## src/rtl/mem_bus_ctrl_pkg.sv

```systemverilog
// Shared definitions for the memory bus controller, the memory register and the control unit.
// Holds the FSM state encoding, default bus widths and the wait-counter load helper.
package mem_bus_ctrl_pkg;

  localparam int MEM_DATA_W = 16;
  localparam int MEM_ADDR_W = 8;
  localparam int CNT_W      = 4;

  typedef enum logic [2:0] {
    ST_IDLE = 3'd0,
    ST_ADDR = 3'd1,
    ST_WAIT = 3'd2,
    ST_XFER = 3'd3,
    ST_DONE = 3'd4
  } mem_state_t;

  // The counter reaches zero on the last wait cycle, so it starts one below the count.
  function automatic logic [CNT_W-1:0] wait_load(input int wc);
    return (wc > 0) ? CNT_W'(wc - 1) : '0;
  endfunction

endpackage

```

## src/rtl/mem_bus_ctrl_wait_cnt.sv

```systemverilog
// Loadable 4-bit down-counter with zero flag, timing the wait states of a RAM access.
// Updates on the falling edge like the rest of the memory bus controller.
module mem_wait_cnt
  import mem_bus_ctrl_pkg::*;
(
  input  logic             clk,
  input  logic             rst,
  input  logic             load,
  input  logic [CNT_W-1:0] load_val,
  input  logic             dec,
  output logic [CNT_W-1:0] cnt,
  output logic             zero
);

  always_ff @(negedge clk or negedge rst) begin
    if (!rst) begin
      cnt <= '0;
    end else if (load) begin
      cnt <= load_val;
    end else if (dec && (cnt != '0)) begin
      cnt <= cnt - CNT_W'(1);
    end
  end

  assign zero = (cnt == '0);

endmodule

```

## src/rtl/mem_bus_ctrl.sv

```systemverilog
// Memory-side controller: runs one read or write on the external synchronous RAM per request,
// with WAIT_CYC programmable wait states, and feeds read data to the memory register.
module mem_bus_ctrl
  import mem_bus_ctrl_pkg::*;
#(
  parameter int ADDR_W   = MEM_ADDR_W,
  parameter int DATA_W   = MEM_DATA_W,
  parameter int WAIT_CYC = 2
) (
  input  logic              clk,
  input  logic              rst,
  input  logic              req,
  input  logic              we,
  input  logic [ADDR_W-1:0] addr,
  input  logic [DATA_W-1:0] wdata,
  output logic              busy,
  output logic              done,
  output logic [DATA_W-1:0] mr_data,
  output logic              mr_load,
  output logic              mr_neg,
  output logic              ram_en,
  output logic              ram_we,
  output logic [ADDR_W-1:0] ram_addr,
  output logic [DATA_W-1:0] ram_din,
  input  logic [DATA_W-1:0] ram_dout
);

  localparam logic [CNT_W-1:0] WAIT_LOAD = wait_load(WAIT_CYC);

  mem_state_t       state;
  logic             we_l;
  logic [CNT_W-1:0] wait_cnt;
  logic             wait_zero;

  mem_wait_cnt u_wait_cnt (
    .clk      (clk),
    .rst      (rst),
    .load     (state == ST_ADDR),
    .load_val (WAIT_LOAD),
    .dec      (state == ST_WAIT),
    .cnt      (wait_cnt),
    .zero     (wait_zero)
  );

  // Request fields are latched at acceptance so the CPU side may change them while busy.
  always_ff @(negedge clk or negedge rst) begin
    if (!rst) begin
      state    <= ST_IDLE;
      we_l     <= 1'b0;
      ram_addr <= '0;
      ram_din  <= '0;
      mr_data  <= '0;
    end else begin
      case (state)
        ST_IDLE: begin
          if (req) begin
            we_l     <= we;
            ram_addr <= addr;
            ram_din  <= wdata;
            state    <= ST_ADDR;
          end
        end
        ST_ADDR: state <= (WAIT_CYC == 0) ? ST_XFER : ST_WAIT;
        ST_WAIT: if (wait_zero) state <= ST_XFER;
        ST_XFER: begin
          if (!we_l) mr_data <= ram_dout;
          state <= ST_DONE;
        end
        ST_DONE: state <= ST_IDLE;
        default: state <= ST_IDLE;
      endcase
    end
  end

  assign busy    = (state != ST_IDLE);
  assign done    = (state == ST_DONE);
  assign mr_load = (state == ST_DONE) && !we_l;
  assign ram_en  = (state == ST_ADDR) || (state == ST_WAIT) || (state == ST_XFER);
  assign ram_we  = (state == ST_XFER) && we_l;
  assign mr_neg  = mr_data[DATA_W-1];

endmodule

```

## config.mk

```make
export PLATFORM = sky130hd
export DESIGN_NAME = mem_bus_ctrl
export DESIGN_NICKNAME = d
export VERILOG_FILES = /design/src/rtl/mem_bus_ctrl_pkg.sv /design/src/rtl/mem_bus_ctrl_wait_cnt.sv /design/src/rtl/mem_bus_ctrl.sv
export SDC_FILE = /design/constraint.sdc
export NUM_CORES = 1
export LEC_CHECK = 0
export CORE_MARGIN = 1
export CORE_UTILIZATION = 45
export DETAILED_ROUTE_END_ITERATION = 16
export GPL_TIMING_DRIVEN = 0
export PLACE_DENSITY = 0.88
export SETUP_SLACK_MARGIN = 0.02
export SYNTH_ARGS = -nofsm -noshare
export SYNTH_HDL_FRONTEND = slang
export SYNTH_SLANG_ARGS = --single-unit
```

## constraint.sdc

```tcl
create_clock -name clk -period 2.7 [get_ports clk]
set_input_delay 0.27 -clock clk [delete_from_list [all_inputs] [get_ports clk]]
set_output_delay 0.27 -clock clk [all_outputs]
set_load 0.05 [all_outputs]
```

# Word level (Yosys, flattened, before mapping)
# Index checks and enable logic that the tools add are counted.
# totals
reg_bits	48
latch_bits	0
ram_bits	0
romBits	0
input_bits	44
out_inout_bits	46
elab_cells	33
mem_count	0
# op_classes
n_addsub	1
mul	0
div	0
n_lt_le_gt_ge	0
eq_ne	6
shifts	0
muxes	5
n_bitwise	1
reduce_logical	14
# op_table
cell	n
3-bit case mux with 4 select lines	1
4-bit 2-to-1 mux	2
3-bit by 2-bit equality test with 1-bit output, second input constant	2
3-bit 2-to-1 mux	2
2-bit AND reduction	3
4-bit zero test	1
2-bit != test, second input constant	2
4-bit nonzero test	1
4-bit by 1-bit subtractor with 4-bit output, second input constant	1
3-bit by 1-bit equality test with 1-bit output, second input constant	1
3-bit equality test, second input constant	1
1-bit logical AND	3
3-bit zero test	1
3-bit nonzero test	1
1-bit logical OR	2
2-bit nonzero test	1
1-bit zero test	1
1-bit NOT	1

# Logic depth before layout (Yosys ltp)
# Gate-level depths: netlist (run 1).
# depth
word_depth	4
ltp_mapped	5

# Hierarchy
# A second synthesis (run 1) with hierarchy kept.
# hier_totals
hier_cells	138
hier_area_um2	2028.2
# modules_own_cells
module	instances	cells_each	area_each_um2
mem_bus_ctrl	1	111	1757.9
mem_wait_cnt	1	27	270.3

==> flow_summary.html, run 1 <==
<table>
<tr><th>Metric</th><th>Value</th></tr>
<tr><th colspan="2">Yosys</th></tr>
<tr><td>Async set-reset flop share out of synthesis</td><td>1.000</td></tr>
<tr><td>Number of warnings issued by yosys</td><td>0</td></tr>
<tr><td>Most used flip-flop cell after synthesis</td><td>sky130_fd_sc_hd__dfrtn_1</td></tr>
<tr><td>Part of the Yosys area used for sequential elements</td><td>0.5818</td></tr>
<tr><td>Mapped Nets</td><td>177</td></tr>
<tr><td>Mean instance size in the synthesized netlist</td><td>15.76 um^2</td></tr>
<tr><td>Synth Instances</td><td>around 130</td></tr>
<tr><td>Count of state elements after synthesis</td><td>48</td></tr>
<tr><td>Number of synthesized flops with an enable pin</td><td>0</td></tr>
<tr><td>Combined area of all synthesized cells</td><td>2064 um^2</td></tr>
<tr><td>Count of cell types in the netlist</td><td>26</td></tr>
<tr><th colspan="2">Drt</th></tr>
<tr><td>Vias after detailed routing</td><td>1437</td></tr>
<tr><td>Number of design-rule violations left by the first detailed-router iteration</td><td>approximately 60</td></tr>
<tr><td>Routed wirelength normalized by instance count</td><td>~17 um</td></tr>
<tr><td>TritonRoute pass-1 iters</td><td>4</td></tr>
<tr><td>Post-detailed-routing wire length</td><td>4.867 mm</td></tr>
<tr><td>Mean number of vias per cell</td><td>4.904</td></tr>
<tr><td>Post-route ant nets</td><td>0</td></tr>
<tr><td>DRC</td><td>0</td></tr>
<tr><th colspan="2">Global routing</th></tr>
<tr><td>Vias in the first global route</td><td>1611</td></tr>
<tr><td>Tot GR Track Use</td><td>0.2139</td></tr>
<tr><td>Number of antenna violations at the first check in global routing</td><td>0</td></tr>
<tr><td>Remaining global-route overflow</td><td>0</td></tr>
<tr><td>Pin count of the biggest net entering global routing</td><td>34</td></tr>
<tr><td>Wire length of the first global-routing pass</td><td>7.955 mm</td></tr>
<tr><th colspan="2">Die</th></tr>
<tr><td>Ports</td><td>90</td></tr>
<tr><td>Vertical die dimension</td><td>69.73 um</td></tr>
<tr><td>Effective utilization at floorplan</td><td>0.4709</td></tr>
<tr><td>Die area</td><td>4862 um^2</td></tr>
<tr><td>Std-Cell Rows</td><td>24</td></tr>
<tr><td>Area of the core</td><td>around 4400 um^2</td></tr>
<tr><td>Horizontal die dimension</td><td>69.73 um</td></tr>
<tr><th colspan="2">Place</th></tr>
<tr><td>Placed wire-length estimate after detailed placement</td><td>3.452 mm</td></tr>
<tr><td>Worst-case setup slack after placement</td><td>-0.5921 ns</td></tr>
<tr><td>Post-placement cell count</td><td>273</td></tr>
<tr><td>Routability congestion estimate from global placement</td><td>between 0.7 and 0.8</td></tr>
<tr><td>Port Buffer Count</td><td>89</td></tr>
<tr><th colspan="2">Clock tree</th></tr>
<tr><td>CTS tree</td><td>yes</td></tr>
<tr><td>H-tree level count</td><td>2</td></tr>
<tr><td>Clk buf depth</td><td>2</td></tr>
<tr><td>Count of hold-fix buffers inserted at cts</td><td>0</td></tr>
<tr><td>CTS Buf Count</td><td>5</td></tr>
<tr><td>CTS Root Cell</td><td>sky130_fd_sc_hd__clkbuf_8</td></tr>
<tr><td>Clock insertion delay at the later pin of the skew report</td><td>0.30 ns</td></tr>
<tr><td>Total number of clock tree sinks</td><td>48</td></tr>
<tr><td>Clock input transition at the sequential cells of the worst setup and hold paths</td><td>around 0.06 ns</td></tr>
<tr><th colspan="2">Cells and area</th></tr>
<tr><td>Final layout net count</td><td>between 200 and 300</td></tr>
<tr><td>Number of fillers in the final layout</td><td>~280</td></tr>
<tr><td>Fraction of final layout cells sized beyond drive strength 1</td><td>0.5311</td></tr>
<tr><td>Number of antenna diodes</td><td>0</td></tr>
<tr><td>Number of non-filler instances in the completed layout</td><td>about 300</td></tr>
<tr><td>Area delta synth-&gt;final</td><td>52.79%</td></tr>
<tr><th colspan="2">Worst setup path</th></tr>
<tr><td>Crit path kind</td><td>reg -&gt; out</td></tr>
<tr><td>Max FO, Critical Path</td><td>5</td></tr>
<tr><td>Type of element launching the critical path</td><td>flop</td></tr>
<tr><td>Nature of the critical path endpoint</td><td>primary output</td></tr>
<tr><td>Data arrival time of the worst path</td><td>roughly 2.7 ns</td></tr>
<tr><td>Required time of the critical path</td><td>2.43 ns</td></tr>
<tr><th colspan="2">Hold path</th></tr>
<tr><td>Class of the tightest hold or removal check</td><td>reg -&gt; reg</td></tr>
<tr><th colspan="2">STA</th></tr>
<tr><td>Tightest Pin Transition</td><td>about 0.53 ns</td></tr>
<tr><td>Setup repair after global routing missed its margin</td><td>yes</td></tr>
<tr><td>Number of max-slew violations in the final report</td><td>0</td></tr>
<tr><td>Final clock skew</td><td>0.003562 ns</td></tr>
<tr><td>Final critical-path setup slack</td><td>-0.2438 ns</td></tr>
<tr><td>Slew margin rel.</td><td>0.6442</td></tr>
<tr><td>Number of endpoints with negative hold slack in the final report</td><td>0</td></tr>
<tr><td>Setup TNS Final</td><td>-0.8330 ns</td></tr>
<tr><td>Total of endpoints with negative setup slack in the final report</td><td>5</td></tr>
<tr><th colspan="2">Run status</th></tr>
<tr><td>Run status</td><td>finished with violations</td></tr>
<tr><td>Violated checks</td><td>setup timing</td></tr>
<tr><th colspan="2">Flow run</th></tr>
<tr><td>Number of violations of the max-capacitance limit</td><td>0</td></tr>
</table>
-- critical path, stage by stage (launching register included) --
cell and delay, ns:
sky130_fd_sc_hd__dfrtn_1 0.34, sky130_fd_sc_hd__buf_6 0.13, sky130_fd_sc_hd__or3_4 0.40, sky130_fd_sc_hd__buf_8 0.16
-- synth_stat cells, types with 2 or more instances --
cell type | n | area share
sky130_fd_sc_hd__ha_1 | 2 | 0.012
sky130_fd_sc_hd__buf_4 | 3 | 0.011
sky130_fd_sc_hd__or3b_2 | 2 | 0.0085
sky130_fd_sc_hd__dfrtn_1 | 48 | 0.58
sky130_fd_sc_hd__mux2_2 | 22 | 0.12
sky130_fd_sc_hd__nand2_1 | 4 | 0.0073
sky130_fd_sc_hd__mux2_4 | 20 | 0.15
sky130_fd_sc_hd__and2_1 | 2 | 0.0061
sky130_fd_sc_hd__nor2_1 | 5 | 0.0091
sky130_fd_sc_hd__buf_12 | 2 | 0.019
sky130_fd_sc_hd__inv_1 | 4 | 0.0073
sky130_fd_sc_hd__mux2i_1 | 3 | 0.015
-- flip-flops by register name, indices dropped and copies added, names as in the netlist --
register,flops
mr_data,16
ram_addr,8
ram_din,16
state,3
u_wait_cnt.cnt,4
we_l,1
-- worst paths after layout --
| kind | to | startpoint | slack (ns) | cells after the start |
|---|---|---|---|---|
| worst max-delay path | busy | state[1]$_DFFE_NN0P_ | -0.24 | 3 |
| worst min-delay path | u_wait_cnt.cnt[2]$_DFFE_NN0P_ | u_wait_cnt.cnt[2]$_DFFE_NN0P_ | 0.42 | 1 |
| worst max register to register | ram_addr[3]$_DFFE_NN0P_ | state[1]$_DFFE_NN0P_ | 0.79 | 6 |
| worst min register to register | u_wait_cnt.cnt[2]$_DFFE_NN0P_ | u_wait_cnt.cnt[2]$_DFFE_NN0P_ | 0.42 | 1 |
| max in group asynchronous | ram_din[4]$_DFFE_NN0P_ | rst | 1.05 | 2 |
| min in group asynchronous | ram_din[13]$_DFFE_NN0P_ | rst | 1.12 | 1 |
-- cells by family after synthesis --
| family | synth area share |
|---|---|
| mux | 0.2800 |
| buf+inv | 0.04545 |
| compound gates | 0.01030 |
| fa+ha+maj | 0.01212 |
| flops | 0.5818 |
| xor+xnor | 0.004243 |
| simple gates | 0.06606 |
-- cell usage in the layout, fill, tap and decap left out, drive strengths merged --
cell type / synthesis / layout
bufbuf: 0 / 1
or3b: 2 / 2
nor4b: 1 / 1
buf: 7 / 65
o22ai: 1 / 1
inv: 4 / 4
dfrtn: 48 / 48
or3: 1 / 1
dlygate4sd2: 0 / 1
nand2: 4 / 4
and2: 2 / 2
bufinv: 0 / 1
mux2: 42 / 42
clkdlybuf4s50: 0 / 41
nor3: 2 / 2
nor2: 6 / 6
clkinv: 0 / 1
clkbuf: 0 / 7
nand3: 1 / 1
mux2i: 3 / 3
o211a: 1 / 1
xnor2: 1 / 1
nand4: 1 / 1
a21oi: 1 / 1
ha: 2 / 2
nor2b: 1 / 1
-- per-layer routing --
| layer | global-route usage | share of wire | wire length [um] |
|---|---|---|---|
| met1 | 0.2534 | 0.40 | 1963 |
| met2 | 0.3743 | 0.53 | 2573 |
| met3 | 0.06831 | 0.050 | 244 |
| met4 | 0.05778 | 0.017 | 85 |
| met5 | 0 | 0 | 0 |
-- area by class of cell --
cell class	count	area [um^2]	share of cell area
plain buffers	7	88.84	0.02816
clock buffers	6	72.57	0.02301
clock inverters	2	35.03	0.01111
inverters	4	15.01	0.004760
multi-input cells	72	794.5	0.2519
flip-flops and latches	48	1201	0.3808
well taps	52	65.06	0.02063
repair buffers	102	882.1	0.2797
-- metrics by stage --
stage | hold slack (ns) | util | instance area (um^2)
final | 0.4233 | 0.7195 | 3154
after global routing | 0.4558 | 0.7195 | 3154
after CTS | 0.4279 | 0.7138 | 3129
after detailed placement | 0.4269 | 0.6949 | 3047
after global placement | 0.4184 | 0.6915 | 3032
after floorplan | 0.3929 | - | 2076
-- repair_timing --
action	4_1_cts	5_1_grt
gates resized for setup	250	6
gates cloned	2	0
pin swaps	4	2
hold endpoints to repair	0	0
setup buffers	9	1
endpoints found under the setup margin	66	6
Power of run 1 is not shown: default switching activity piles up to over one toggle a cycle in this logic, so the estimate is an artifact.
==> inputs of run 2 (changes only) <==
--- a/config.mk
+++ b/config.mk
@@ -5,7 +5,6 @@
 export SDC_FILE = /design/constraint.sdc
 export NUM_CORES = 1
 export LEC_CHECK = 0
-export CORE_MARGIN = 1
 export CORE_UTILIZATION = 45
 export DETAILED_ROUTE_END_ITERATION = 16
 export GPL_TIMING_DRIVEN = 0
==> results of run 2 <==
No change in the layout: final DEF, timing and power equal those of run 1.
Power of run 2 is left out for the same reason.
==> inputs of run 3 (changes only) <==
--- a/config.mk
+++ b/config.mk
@@ -5,10 +5,12 @@
 export SDC_FILE = /design/constraint.sdc
 export NUM_CORES = 1
 export LEC_CHECK = 0
-export CORE_UTILIZATION = 45
+export CELL_PAD_IN_SITES_DETAIL_PLACEMENT = 1
+export CELL_PAD_IN_SITES_GLOBAL_PLACEMENT = 2
+export CORE_UTILIZATION = 29
 export DETAILED_ROUTE_END_ITERATION = 16
 export GPL_TIMING_DRIVEN = 0
-export PLACE_DENSITY = 0.88
+export PLACE_DENSITY = 0.87
 export SETUP_SLACK_MARGIN = 0.02
 export SYNTH_ARGS = -nofsm -noshare
 export SYNTH_HDL_FRONTEND = slang
==> run 3 against run 2 <==
Compared with the run above: the flow still finishes with violations (setup timing); worst hold slack improved by 0.0018 ns; sequential share of layout area decreased by 0.12 points; design area increased by 0.32%; clock skew increased by 0.0025 ns; core utilization decreased by 26 points; non-clock buffer count decreased by 1; sequential cell count unchanged; critical path depth unchanged.
==> flow_summary.html, run 3 (synthesis results as in run 1) <==
<table>
<tr><th>Metric</th><th>Value</th></tr>
<tr><th colspan="2">Global routing</th></tr>
<tr><td>Remaining global-route overflow</td><td>0</td></tr>
<tr><td>Tot GR Track Use</td><td>0.1322</td></tr>
<tr><td>Vias in the first global route</td><td>approximately 1600</td></tr>
<tr><td>Number of antenna violations at the first check in global routing</td><td>0</td></tr>
<tr><td>Pin count of the biggest net entering global routing</td><td>27</td></tr>
<tr><td>Wire length of the first global-routing pass</td><td>around 7.7 mm</td></tr>
<tr><th colspan="2">Cells and area</th></tr>
<tr><td>Number of antenna diodes</td><td>0</td></tr>
<tr><td>Commonest cells after routing, fill and taps aside</td><td>48 x sky130_fd_sc_hd__dfrtn_1, 41 x sky130_fd_sc_hd__clkdlybuf4s50_1, 41 x sky130_fd_sc_hd__buf_2</td></tr>
<tr><td>Fraction of final layout cells sized beyond drive strength 1</td><td>0.5333</td></tr>
<tr><td>Final layout net count</td><td>285</td></tr>
<tr><td>Number of non-filler instances in the completed layout</td><td>~340</td></tr>
<tr><td>Number of fillers in the final layout</td><td>735</td></tr>
<tr><td>Largest registers</td><td>mr_data x16, ram_din x16, ram_addr x8</td></tr>
<tr><td>Most common cell after layout, fill and taps aside</td><td>sky130_fd_sc_hd__dfrtn_1</td></tr>
<tr><td>Area delta synth-&gt;final</td><td>53.27%</td></tr>
<tr><th colspan="2">Flow run</th></tr>
<tr><td>Number of violations of the max-capacitance limit</td><td>0</td></tr>
<tr><th colspan="2">STA</th></tr>
<tr><td>Setup repair after global routing missed its margin</td><td>yes</td></tr>
<tr><td>Final clock skew</td><td>0.006104 ns</td></tr>
<tr><td>Slew margin rel.</td><td>0.5993</td></tr>
<tr><td>Tightest Pin Transition</td><td>between 0.6 and 0.7 ns</td></tr>
<tr><td>Number of max-slew violations in the final report</td><td>0</td></tr>
<tr><td>Number of endpoints with negative hold slack in the final report</td><td>0</td></tr>
<tr><td>Total of endpoints with negative setup slack in the final report</td><td>5</td></tr>
<tr><td>Final critical-path setup slack</td><td>-0.2489 ns</td></tr>
<tr><th colspan="2">Die</th></tr>
<tr><td>Vertical die dimension</td><td>86.38 um</td></tr>
<tr><td>Effective utilization at floorplan</td><td>0.3022</td></tr>
<tr><td>Ports</td><td>90</td></tr>
<tr><td>Std-Cell Rows</td><td>30</td></tr>
<tr><td>Horizontal die dimension</td><td>86.38 um</td></tr>
<tr><td>Area of the core</td><td>6832 um^2</td></tr>
<tr><td>Die area</td><td>7461 um^2</td></tr>
<tr><th colspan="2">Drt</th></tr>
<tr><td>Routed wirelength normalized by instance count</td><td>about 14 um</td></tr>
<tr><td>Post-route ant nets</td><td>0</td></tr>
<tr><td>DRC</td><td>0</td></tr>
<tr><td>Mean number of vias per cell</td><td>4.310</td></tr>
<tr><td>Vias after detailed routing</td><td>1448</td></tr>
<tr><td>TritonRoute pass-1 iters</td><td>2</td></tr>
<tr><td>Number of design-rule violations left by the first detailed-router iteration</td><td>34</td></tr>
<tr><td>Post-detailed-routing wire length</td><td>4.829 mm</td></tr>
<tr><th colspan="2">Place</th></tr>
<tr><td>Placed wire-length estimate after detailed placement</td><td>3.398 mm</td></tr>
<tr><td>Port Buffer Count</td><td>89</td></tr>
<tr><td>Routability congestion estimate from global placement</td><td>0.6824</td></tr>
<tr><td>Post-placement cell count</td><td>317</td></tr>
<tr><th colspan="2">Worst setup path</th></tr>
<tr><td>Required time of the critical path</td><td>between 2 and 2.5 ns</td></tr>
<tr><td>Max FO, Critical Path</td><td>6</td></tr>
<tr><td>Crit path kind</td><td>reg -&gt; out</td></tr>
<tr><td>Worst-path cell chain</td><td>buf_6 -&gt; or3_4 -&gt; buf_8</td></tr>
<tr><td>Crit-path max cell delay</td><td>0.40 ns</td></tr>
<tr><td>Cell family with the largest share of critical-path delay</td><td>simple AND/OR/NAND/NOR gates</td></tr>
<tr><td>Max stage delay cell, worst path</td><td>sky130_fd_sc_hd__or3_4</td></tr>
<tr><td>Data arrival time of the worst path</td><td>2.68 ns</td></tr>
<tr><td>Type of element launching the critical path</td><td>flop</td></tr>
<tr><td>Number of buffers and inverters on the critical path</td><td>2</td></tr>
<tr><td>Nature of the critical path endpoint</td><td>primary output</td></tr>
<tr><th colspan="2">Hold path</th></tr>
<tr><td>Class of the tightest hold or removal check</td><td>reg -&gt; reg</td></tr>
<tr><th colspan="2">Clock tree</th></tr>
<tr><td>CTS tree</td><td>yes</td></tr>
<tr><td>Clock input transition at the sequential cells of the worst setup and hold paths</td><td>0.06 ns</td></tr>
<tr><td>Clk buf depth</td><td>2</td></tr>
<tr><td>CTS Root Cell</td><td>sky130_fd_sc_hd__clkbuf_8</td></tr>
<tr><td>Clock insertion delay at the later pin of the skew report</td><td>~0.3 ns</td></tr>
<tr><td>CTS Buf Count</td><td>5</td></tr>
<tr><td>Total number of clock tree sinks</td><td>48</td></tr>
<tr><td>H-tree level count</td><td>2</td></tr>
<tr><th colspan="2">Run status</th></tr>
<tr><td>Run status</td><td>finished with violations</td></tr>
<tr><td>Violated checks</td><td>setup timing</td></tr>
</table>
run 3: layer usage:
metal / wire length [um] / vias up / part of all wire / GRT usage
met5: 0 / - / 0 / 0
met4: 20 / 0 / 0.0041 / 0.02727
met3: 372 / 3 / 0.077 / 0.03810
met2: 2343 / 64 / 0.49 / 0.2273
met1: 2092 / 717 / 0.43 / 0.1657
li1: - / 664 / - / -
run 3: path summary, 6_finish.rpt:
| check | start | to | slack [ns] | cells past startpoint |
|---|---|---|---|---|
| hold reg to reg | u_wait_cnt.cnt[2]$_DFFE_NN0P_ | u_wait_cnt.cnt[2]$_DFFE_NN0P_ | 0.43 | 1 |
| setup reg to reg | state[2]$_DFFE_NN0P_ | mr_data[5]$_DFFE_NN0P_ | 0.55 | 7 |
| hold / removal | u_wait_cnt.cnt[2]$_DFFE_NN0P_ | u_wait_cnt.cnt[2]$_DFFE_NN0P_ | 0.43 | 1 |
| min in group asynchronous | rst | mr_data[4]$_DFFE_NN0P_ | 1.20 | 1 |
| max in group asynchronous | rst | ram_din[4]$_DFFE_NN0P_ | 0.91 | 2 |
| setup / recovery | state[0]$_DFFE_NN0P_ | busy | -0.25 | 3 |
run 3: final cells by class:
class                      instances  area (um^2)  share of cell area
clock inverter                     3        18.77            0.005931
buffer                             7        88.84             0.02807
clock buffer                       5        68.82             0.02175
inverter                           4        15.01            0.004745
sequential                        48         1201              0.3796
timing repair buffer             101        847.1              0.2677
tap                               96        120.1             0.03796
multi-input combinational         72        804.5              0.2543
run 3: through the flow:
stage | setup slack [ns] | hold WS (ns) | instance area [um^2] | util | TNS, ns
after floorplan | -0.1184 | 0.3929 | 2076 | - | -0.2107
after global placement | -1.324 | 0.4203 | 3087 | 0.4518 | -79.39
after detailed placement | -0.6132 | 0.4242 | 3102 | 0.4540 | -15.89
after CTS | -0.2534 | 0.4253 | 3107 | 0.4548 | -0.9052
after global routing | -0.2800 | 0.4490 | 3164 | 0.4632 | -1.145
final | -0.2489 | 0.4251 | 3164 | 0.4632 | -0.9448
run 3: what timing repair did:
action | in CTS | in global routing
setup buffers | 8 | 2
hold buffers | 0 | 0
endpoints found under the setup margin | 66 | 31
gates resized for setup | 253 | 6
gates cloned | 0 | 1
pin swaps | 4 | 3
Power of run 3 is left out for the same reason.
